### src/rtl/ledger_pkg.sv
// Shared types and geometry for the ledger-line pixel stage.
// is_ledger decides whether staff line `lidx` needs a ledger for a note at step `pos`.
package ledger_pkg;

    typedef enum logic [1:0] {
        BLANK  = 2'b00,
        MIDDLE = 2'b01,
        ABOVE  = 2'b10,
        BELOW  = 2'b11
    } ledger_code_t;

    localparam int CELL_PX        = 8;
    localparam int CELL_ROWS      = 16;
    localparam int STAFF_TOP_LINE = 4;
    localparam int LINE_ROW0      = 7;

    // Steps are half-lines, so compare in doubled line units with one guard bit.
    function automatic logic is_ledger(input logic signed [4:0] lidx,
                                       input logic signed [4:0] pos);
        logic signed [5:0] two_l;
        logic signed [5:0] pos6;
        two_l = {lidx, 1'b0};
        pos6  = {pos[4], pos};
        is_ledger = (lidx[4] && (two_l >= pos6)) ||
                    ((lidx > 5'(STAFF_TOP_LINE)) && (two_l <= pos6));
    endfunction

endpackage

### src/rtl/ledger_slot_table.sv
// Per-slot note registers with a write port, combinational read port and a one-slot-per-cycle clear sweep.
// Writes land next cycle; wr_rdy_o is low for exactly NUM_SLOTS cycles while sweeping.
module ledger_slot_table #(
    parameter int NUM_SLOTS = 32,
    localparam int SW = $clog2(NUM_SLOTS)
) (
    input  logic          Clk,
    input  logic          Reset_n,
    input  logic          wr_vld_i,
    output logic          wr_rdy_o,
    input  logic [SW-1:0] wr_slot_i,
    input  logic          wr_en_i,
    input  logic [4:0]    wr_pos_i,
    input  logic          clear_i,
    input  logic [SW-1:0] rd_slot_i,
    output logic          rd_occ_o,
    output logic [4:0]    rd_pos_o
);
    import ledger_pkg::*;

    localparam logic [0:0] ST_IDLE  = 1'b0;
    localparam logic [0:0] ST_CLEAR = 1'b1;

    logic [0:0]           state_q, state_d;
    logic [SW-1:0]        cnt_q, cnt_d;
    logic [NUM_SLOTS-1:0] occ_q, occ_d;
    logic [4:0]           pos_q [NUM_SLOTS];
    logic                 wr_fire;

    assign wr_rdy_o = (state_q == ST_IDLE);
    assign wr_fire  = wr_vld_i && wr_rdy_o;
    assign rd_occ_o = occ_q[rd_slot_i];
    assign rd_pos_o = pos_q[rd_slot_i];

    // A write accepted alongside clear_i still lands; the sweep then erases it.
    always_comb begin
        state_d = state_q;
        cnt_d   = cnt_q;
        occ_d   = occ_q;
        if (state_q == ST_IDLE) begin
            if (wr_fire) occ_d[wr_slot_i] = wr_en_i;
            if (clear_i) begin
                state_d = ST_CLEAR;
                cnt_d   = '0;
            end
        end else begin
            occ_d[cnt_q] = 1'b0;
            cnt_d        = cnt_q + 1'b1;
            if (cnt_q == SW'(NUM_SLOTS - 1)) state_d = ST_IDLE;
        end
    end

    always_ff @(posedge Clk or negedge Reset_n) begin
        if (!Reset_n) begin
            state_q <= ST_IDLE;
            cnt_q   <= '0;
            occ_q   <= '0;
        end else begin
            state_q <= state_d;
            cnt_q   <= cnt_d;
            occ_q   <= occ_d;
        end
    end

    always_ff @(posedge Clk) begin
        if (wr_fire) pos_q[wr_slot_i] <= wr_pos_i;
    end

endmodule

### src/rtl/ledger_line_gen.sv
// Three-stage pixel pipeline: window/cell decode, slot lookup to ROM address, ROM row bit select.
// rom_addr two cycles and ledger_on three cycles after pixel_valid; never stalls.
module ledger_line_gen #(
    parameter int X_ORIGIN  = 64,
    parameter int Y_ORIGIN  = 112,
    parameter int NUM_SLOTS = 32
) (
    input  logic                         Clk,
    input  logic                         Reset_n,
    input  logic                         pixel_valid,
    input  logic [9:0]                   DrawX,
    input  logic [9:0]                   DrawY,
    input  logic                         note_valid,
    output logic                         note_ready,
    input  logic [$clog2(NUM_SLOTS)-1:0] note_slot,
    input  logic                         note_en,
    input  logic [4:0]                   note_pos,
    input  logic                         clear_all,
    output logic [4:0]                   rom_addr,
    input  logic [7:0]                   rom_data,
    output logic                         ledger_valid,
    output logic                         ledger_on
);
    import ledger_pkg::*;

    localparam int SW = $clog2(NUM_SLOTS);

    logic signed [10:0] dx, dy;
    logic               p1_win_d;
    logic signed [4:0]  p1_l_d;

    logic               p1_vld_q, p1_win_q;
    logic [SW-1:0]      p1_slot_q;
    logic [2:0]         p1_c_q, p1_r_q;
    logic signed [4:0]  p1_l_q;

    logic               rd_occ;
    logic [4:0]         rd_pos;
    ledger_code_t       code_d;

    logic               p2_vld_q, p2_win_q;
    logic [2:0]         p2_c_q;
    logic [4:0]         rom_addr_q;
    logic               ledger_on_q, ledger_valid_q;

    assign dx       = {1'b0, DrawX} - 11'(X_ORIGIN);
    assign dy       = {1'b0, DrawY} - 11'(Y_ORIGIN);
    assign p1_win_d = !dx[10] && (dx < 11'(CELL_PX * NUM_SLOTS)) &&
                      !dy[10] && (dy < 11'(CELL_PX * CELL_ROWS));
    // Cell row 0 is the topmost line of the grid, so line index counts down.
    assign p1_l_d   = 5'(LINE_ROW0) - {1'b0, dy[6:3]};

    always_ff @(posedge Clk or negedge Reset_n) begin
        if (!Reset_n) begin
            p1_vld_q  <= 1'b0;
            p1_win_q  <= 1'b0;
            p1_slot_q <= '0;
            p1_c_q    <= '0;
            p1_r_q    <= '0;
            p1_l_q    <= '0;
        end else begin
            p1_vld_q <= pixel_valid;
            if (pixel_valid) begin
                p1_win_q  <= p1_win_d;
                p1_slot_q <= dx[SW+2:3];
                p1_c_q    <= dx[2:0];
                p1_r_q    <= dy[2:0];
                p1_l_q    <= p1_l_d;
            end
        end
    end

    ledger_slot_table #(.NUM_SLOTS(NUM_SLOTS)) u_table (
        .Clk       (Clk),
        .Reset_n   (Reset_n),
        .wr_vld_i  (note_valid),
        .wr_rdy_o  (note_ready),
        .wr_slot_i (note_slot),
        .wr_en_i   (note_en),
        .wr_pos_i  (note_pos),
        .clear_i   (clear_all),
        .rd_slot_i (p1_slot_q),
        .rd_occ_o  (rd_occ),
        .rd_pos_o  (rd_pos)
    );

    assign code_d = (p1_win_q && rd_occ && is_ledger(p1_l_q, rd_pos)) ? MIDDLE : BLANK;

    always_ff @(posedge Clk or negedge Reset_n) begin
        if (!Reset_n) begin
            p2_vld_q       <= 1'b0;
            p2_win_q       <= 1'b0;
            p2_c_q         <= '0;
            rom_addr_q     <= '0;
            ledger_on_q    <= 1'b0;
            ledger_valid_q <= 1'b0;
        end else begin
            p2_vld_q <= p1_vld_q;
            if (p1_vld_q) begin
                p2_win_q   <= p1_win_q;
                p2_c_q     <= p1_c_q;
                rom_addr_q <= {code_d, p1_r_q};
            end
            ledger_valid_q <= p2_vld_q;
            ledger_on_q    <= p2_vld_q && p2_win_q && rom_data[3'd7 - p2_c_q];
        end
    end

    assign rom_addr     = rom_addr_q;
    assign ledger_on    = ledger_on_q;
    assign ledger_valid = ledger_valid_q;

endmodule
### config.mk
export PLATFORM = sky130hd
export DESIGN_NAME = ledger_line_gen
export DESIGN_NICKNAME = d
export VERILOG_FILES = /design/src/rtl/ledger_pkg.sv /design/src/rtl/ledger_slot_table.sv /design/src/rtl/ledger_line_gen.sv
export SDC_FILE = /design/constraint.sdc
export NUM_CORES = 1
export LEC_CHECK = 0
export CAP_MARGIN = 20
export CORE_MARGIN = 1
export CORE_UTILIZATION = 35
export CTS_CLUSTER_DIAMETER = 30
export DETAILED_ROUTE_END_ITERATION = 6
export PLACE_DENSITY = 0.54
export SLEW_MARGIN = 20
export SYNTH_ARGS = -nofsm -noshare
export SYNTH_HDL_FRONTEND = slang
export SYNTH_SLANG_ARGS = --single-unit
export TNS_END_PERCENT = 1
### constraint.sdc
create_clock -name Clk -period 3.1 [get_ports Clk]
set_input_delay 0.62 -clock Clk [delete_from_list [all_inputs] [get_ports Clk]]
set_output_delay 0.62 -clock Clk [all_outputs]
set_load 0.05 [all_outputs]
==> results.json <==
{
  "cts_buffer_depth": 3,
  "dp_cells": 995,
  "dpl-instance-area_um2": 10800,
  "synth.area.top_cells": "edfxtp_1 50%, dfrtp_1 17%, mux4_2 13%",
  "relSlewSlack": 0.427,
  "leakagePower_nw": 4.50,
  "groute.usage.overall": 0.173,
  "first_pass_iters": 5,
  "hold_viol_final": 0,
  "clock-sinks": 226,
  "place.gp.congestion": 0.795,
  "die_x_um": 168,
  "synth_enable_flop_cells": 160,
  "worstSetupPathType": "register to register",
  "gr-total-overflow": 0,
  "synth_ff_type": "edfxtp_1",
  "antenna_found_initial": 0,
  "nets": 765,
  "clk_pin_slew_ns": 0.05,
  "ir_drop_uv": 483,
  "grt_setup_unrepaired": "true",
  "multi_input_area_um2": 2970,
  "drv_cap": 0,
  "synthToLayoutAreaGrowth_pct": 28.6,
  "cp_slowest_cell": "dfrtp_4",
  "coreArea_um2": 27000,
  "cts_made_buffers": 42,
  "drc": 0,
  "register_area_um2": 6460,
  "path_delay_family": "multiplexers",
  "cts_tree": "built",
  "yosysTopAreaCell": "edfxtp_1",
  "wire_per_inst_um": 21.6,
  "fin_area_um2": 12400,
  "drtAntennaViolNets": 0,
  "synth.cell_area_um2": 9620,
  "h-tree-depth": 2,
  "crit_chain": "buf_12, buf_16, buf_4, mux4_2, mux4_2, mux2i_1, ha_1, a21o_1, a211oi_2, mux2i_1, xnor2_1, a31oi_1",
  "root_buffer": "clkbuf_16",
  "setup_tns_ns": 0,
  "dpl.hpwl_mm": 15.9,
  "grt_pass1_wl_mm": 36.3,
  "hold_path.class": "input pin to asynchronous set/reset pin",
  "worst_slew_pin_slew_ns": 0.856,
  "wl_mm": 23.5,
  "vias_per_cell": 5.36,
  "finalMaxSlewViolations": 0,
  "end_kind": "register",
  "die_y_um": 168,
  "fin_cells": 1084,
  "synthArstFlopShare": 0.292,
  "skew_ns": 0.0400,
  "first_global_vias": 5953,
  "synth.cells.most_frequent": "160 x edfxtp_1, 66 x dfrtp_1, 60 x nor2_1, 56 x mux4_2, 32 x o22ai_1",
  "max_freq_mhz": 336,
  "p_per_area_nw_per_um2": 759,
  "netlist.area_leader.share": 0.500,
  "die_area_um2": 28100,
  "io_buffers": 50,
  "cp.arrival_ns": 3.34,
  "critical-path-max-stage-delay_ns": 0.52,
  "drt_iter0_drc": 494,
  "cts-hold-fix-buffers": 0,
  "path_max_fanout": 15,
  "fin_util": 0.459,
  "ys_ff_latch": 226,
  "nFillCells": 2292,
  "reg2reg_depth": 12,
  "clk_latency_ns": 0.53,
  "crit_required_ns": 3.47,
  "fp-row-count": 60,
  "finalCritPeriodShare": 0.960,
  "ys_seq_area_frac": 0.671,
  "finalCriticalPeriod_ns": 2.97,
  "drive_above_1_share": 0.285,
  "antenna_cells": 0,
  "yosysMostFrequentCell": "edfxtp_1",
  "ys.warnings.count": 0,
  "r2r-end": "rom_addr[3]$_DFFE_PN0P_",
  "ios": 52,
  "syn_avg_cell_area_um2": 16.4,
  "vias": 5813,
  "rrSetupSlack_ns": 0.13,
  "outcome": "finished, final reports clean",
  "grt_max_degree": 33,
  "finalSetupViolCount": 0,
  "initial_core_util": 0.357,
  "synthDistinctLibCells": 42,
  "critPathLaunchType": "register",
  "syn_inst": 588,
  "total_power_w": 0.00938,
  "syn_nets": 643,
  "reg2reg_from": "p1_slot_q[0]$_DFFE_PN0P_",
  "worstPathBufferInverterCount": 3
}
==> kinds of logic (layout without fill, tap and decap cells) <==
logic type,Yosys count,after routing,share of synthesized area
other,1,1,0.000390
xor gates and xnor gates,4,4,0.00364
buffers and inverters,44,199,0.0207
muxes,87,87,0.166
AOI/OAI and AO/OA,94,94,0.0657
DFF,226,226,0.671
and+or+nand+nor,121,121,0.0583
adders and majority gates,11,11,0.0143
==> worst reg2reg max path: stages, from the launching register on <==
cell,delay [ns]
dfrtp_4,0.52
buf_12,0.16
buf_16,0.15
buf_4,0.14
mux4_2,0.42
mux4_2,0.49
mux2i_1,0.18
ha_1,0.17
a21o_1,0.12
a211oi_2,0.07
mux2i_1,0.18
xnor2_1,0.14
a31oi_1,0.09
==> worst max path at each step <==
stage,from,end,slack (ns),cells after the start
5_1_grt,p1_slot_q[0]$_DFFE_PN0P_,rom_addr[3]$_DFFE_PN0P_,0.007,10
3_3_place_gp,p1_slot_q[0]$_DFFE_PN0P_,rom_addr[3]$_DFFE_PN0P_,0.03,9
3_5_place_dp,p1_slot_q[0]$_DFFE_PN0P_,rom_addr[3]$_DFFE_PN0P_,-0.02,9
4_1_cts,p1_slot_q[0]$_DFFE_PN0P_,rom_addr[3]$_DFFE_PN0P_,0.09,10
2_1_floorplan,p1_slot_q[0]$_DFFE_PN0P_,rom_addr[3]$_DFFE_PN0P_,0.29,11
6_report,p1_slot_q[0]$_DFFE_PN0P_,rom_addr[3]$_DFFE_PN0P_,0.13,12
==> area by class of cell <==
cell class,count,area share
clock buffer,50,0.0899
clock inverter,27,0.0252
inverter,9,0.00273
multi-input combinational,318,0.240
sequential,226,0.522
tap,341,0.0345
timing repair buffer,113,0.0856
==> cells in the final DEF (no fill, tap or decap), types with 7 or more instances in the layout <==
cell type | netlist | final
inv_6 | 0 | 7
a2bb2oi_1 | 21 | 21
dfrtp_1 | 66 | 64
nand2_1 | 21 | 21
mux4_2 | 56 | 56
nand3b_1 | 8 | 8
clkdlybuf4s50_1 | 0 | 48
o22ai_1 | 32 | 32
nand3_1 | 8 | 8
o21ai_0 | 8 | 8
nor2_1 | 60 | 60
a21oi_1 | 17 | 17
buf_4 | 5 | 56
mux2i_1 | 14 | 14
nand2b_1 | 7 | 7
ha_1 | 11 | 11
edfxtp_1 | 160 | 160
inv_1 | 9 | 9
mux2_2 | 17 | 17
clkbuf_16 | 0 | 43
==> sequential cells by signal, indices dropped and copies added (netlist names) <==
signal / flops
ledger_valid: 1
u_table.pos_q: 160
p2_c_q: 3
p1_r_q: 3
p1_l_q: 4
p2_win_q: 1
p1_win_q: 1
u_table.cnt_q: 5
u_table.state_q: 1
p1_slot_q: 5
p1_vld_q: 1
ledger_on: 1
p1_c_q: 3
rom_addr: 4
p2_vld_q: 1
u_table.occ_q: 32
==> stage by stage <==
step	hold WS (ns)	setup WS, ns
global route	0.202	0.00667
global placement	0.361	0.0303
finish	0.167	0.125
CTS	0.163	0.0850
floorplan	0.324	0.291
detailed placement	0.362	-0.0204
==> where the power goes <==
group / total (W) / switching (W) / internal (W) / leakage (nW)
clock network: 0.00454 / 0.00153 / 0.00300 / 0.690
logic: 0.00122 / 0.000618 / 0.000599 / 1.53
registers: 0.00363 / 0.000192 / 0.00344 / 2.28
total: 0.00938 / 0.00234 / 0.00704 / 4.50
==> repair_timing <==
item	4_1_cts	5_1_grt
buffers inserted	4	8
gates cloned	0	0
pin swaps	0	1
endpoints found under the setup margin	1	1
gates resized for setup	0	2
==> metal layers <==
layer  vias up  wire (um)  global-route usage
li1       2589          -                   -
met1      2949      10400               0.243
met2       237      11000               0.270
met3        38       1660              0.0366
met4         0        448              0.0515
met5         -          0                   0
No activity file was read; power rests on OpenSTA's default activity.
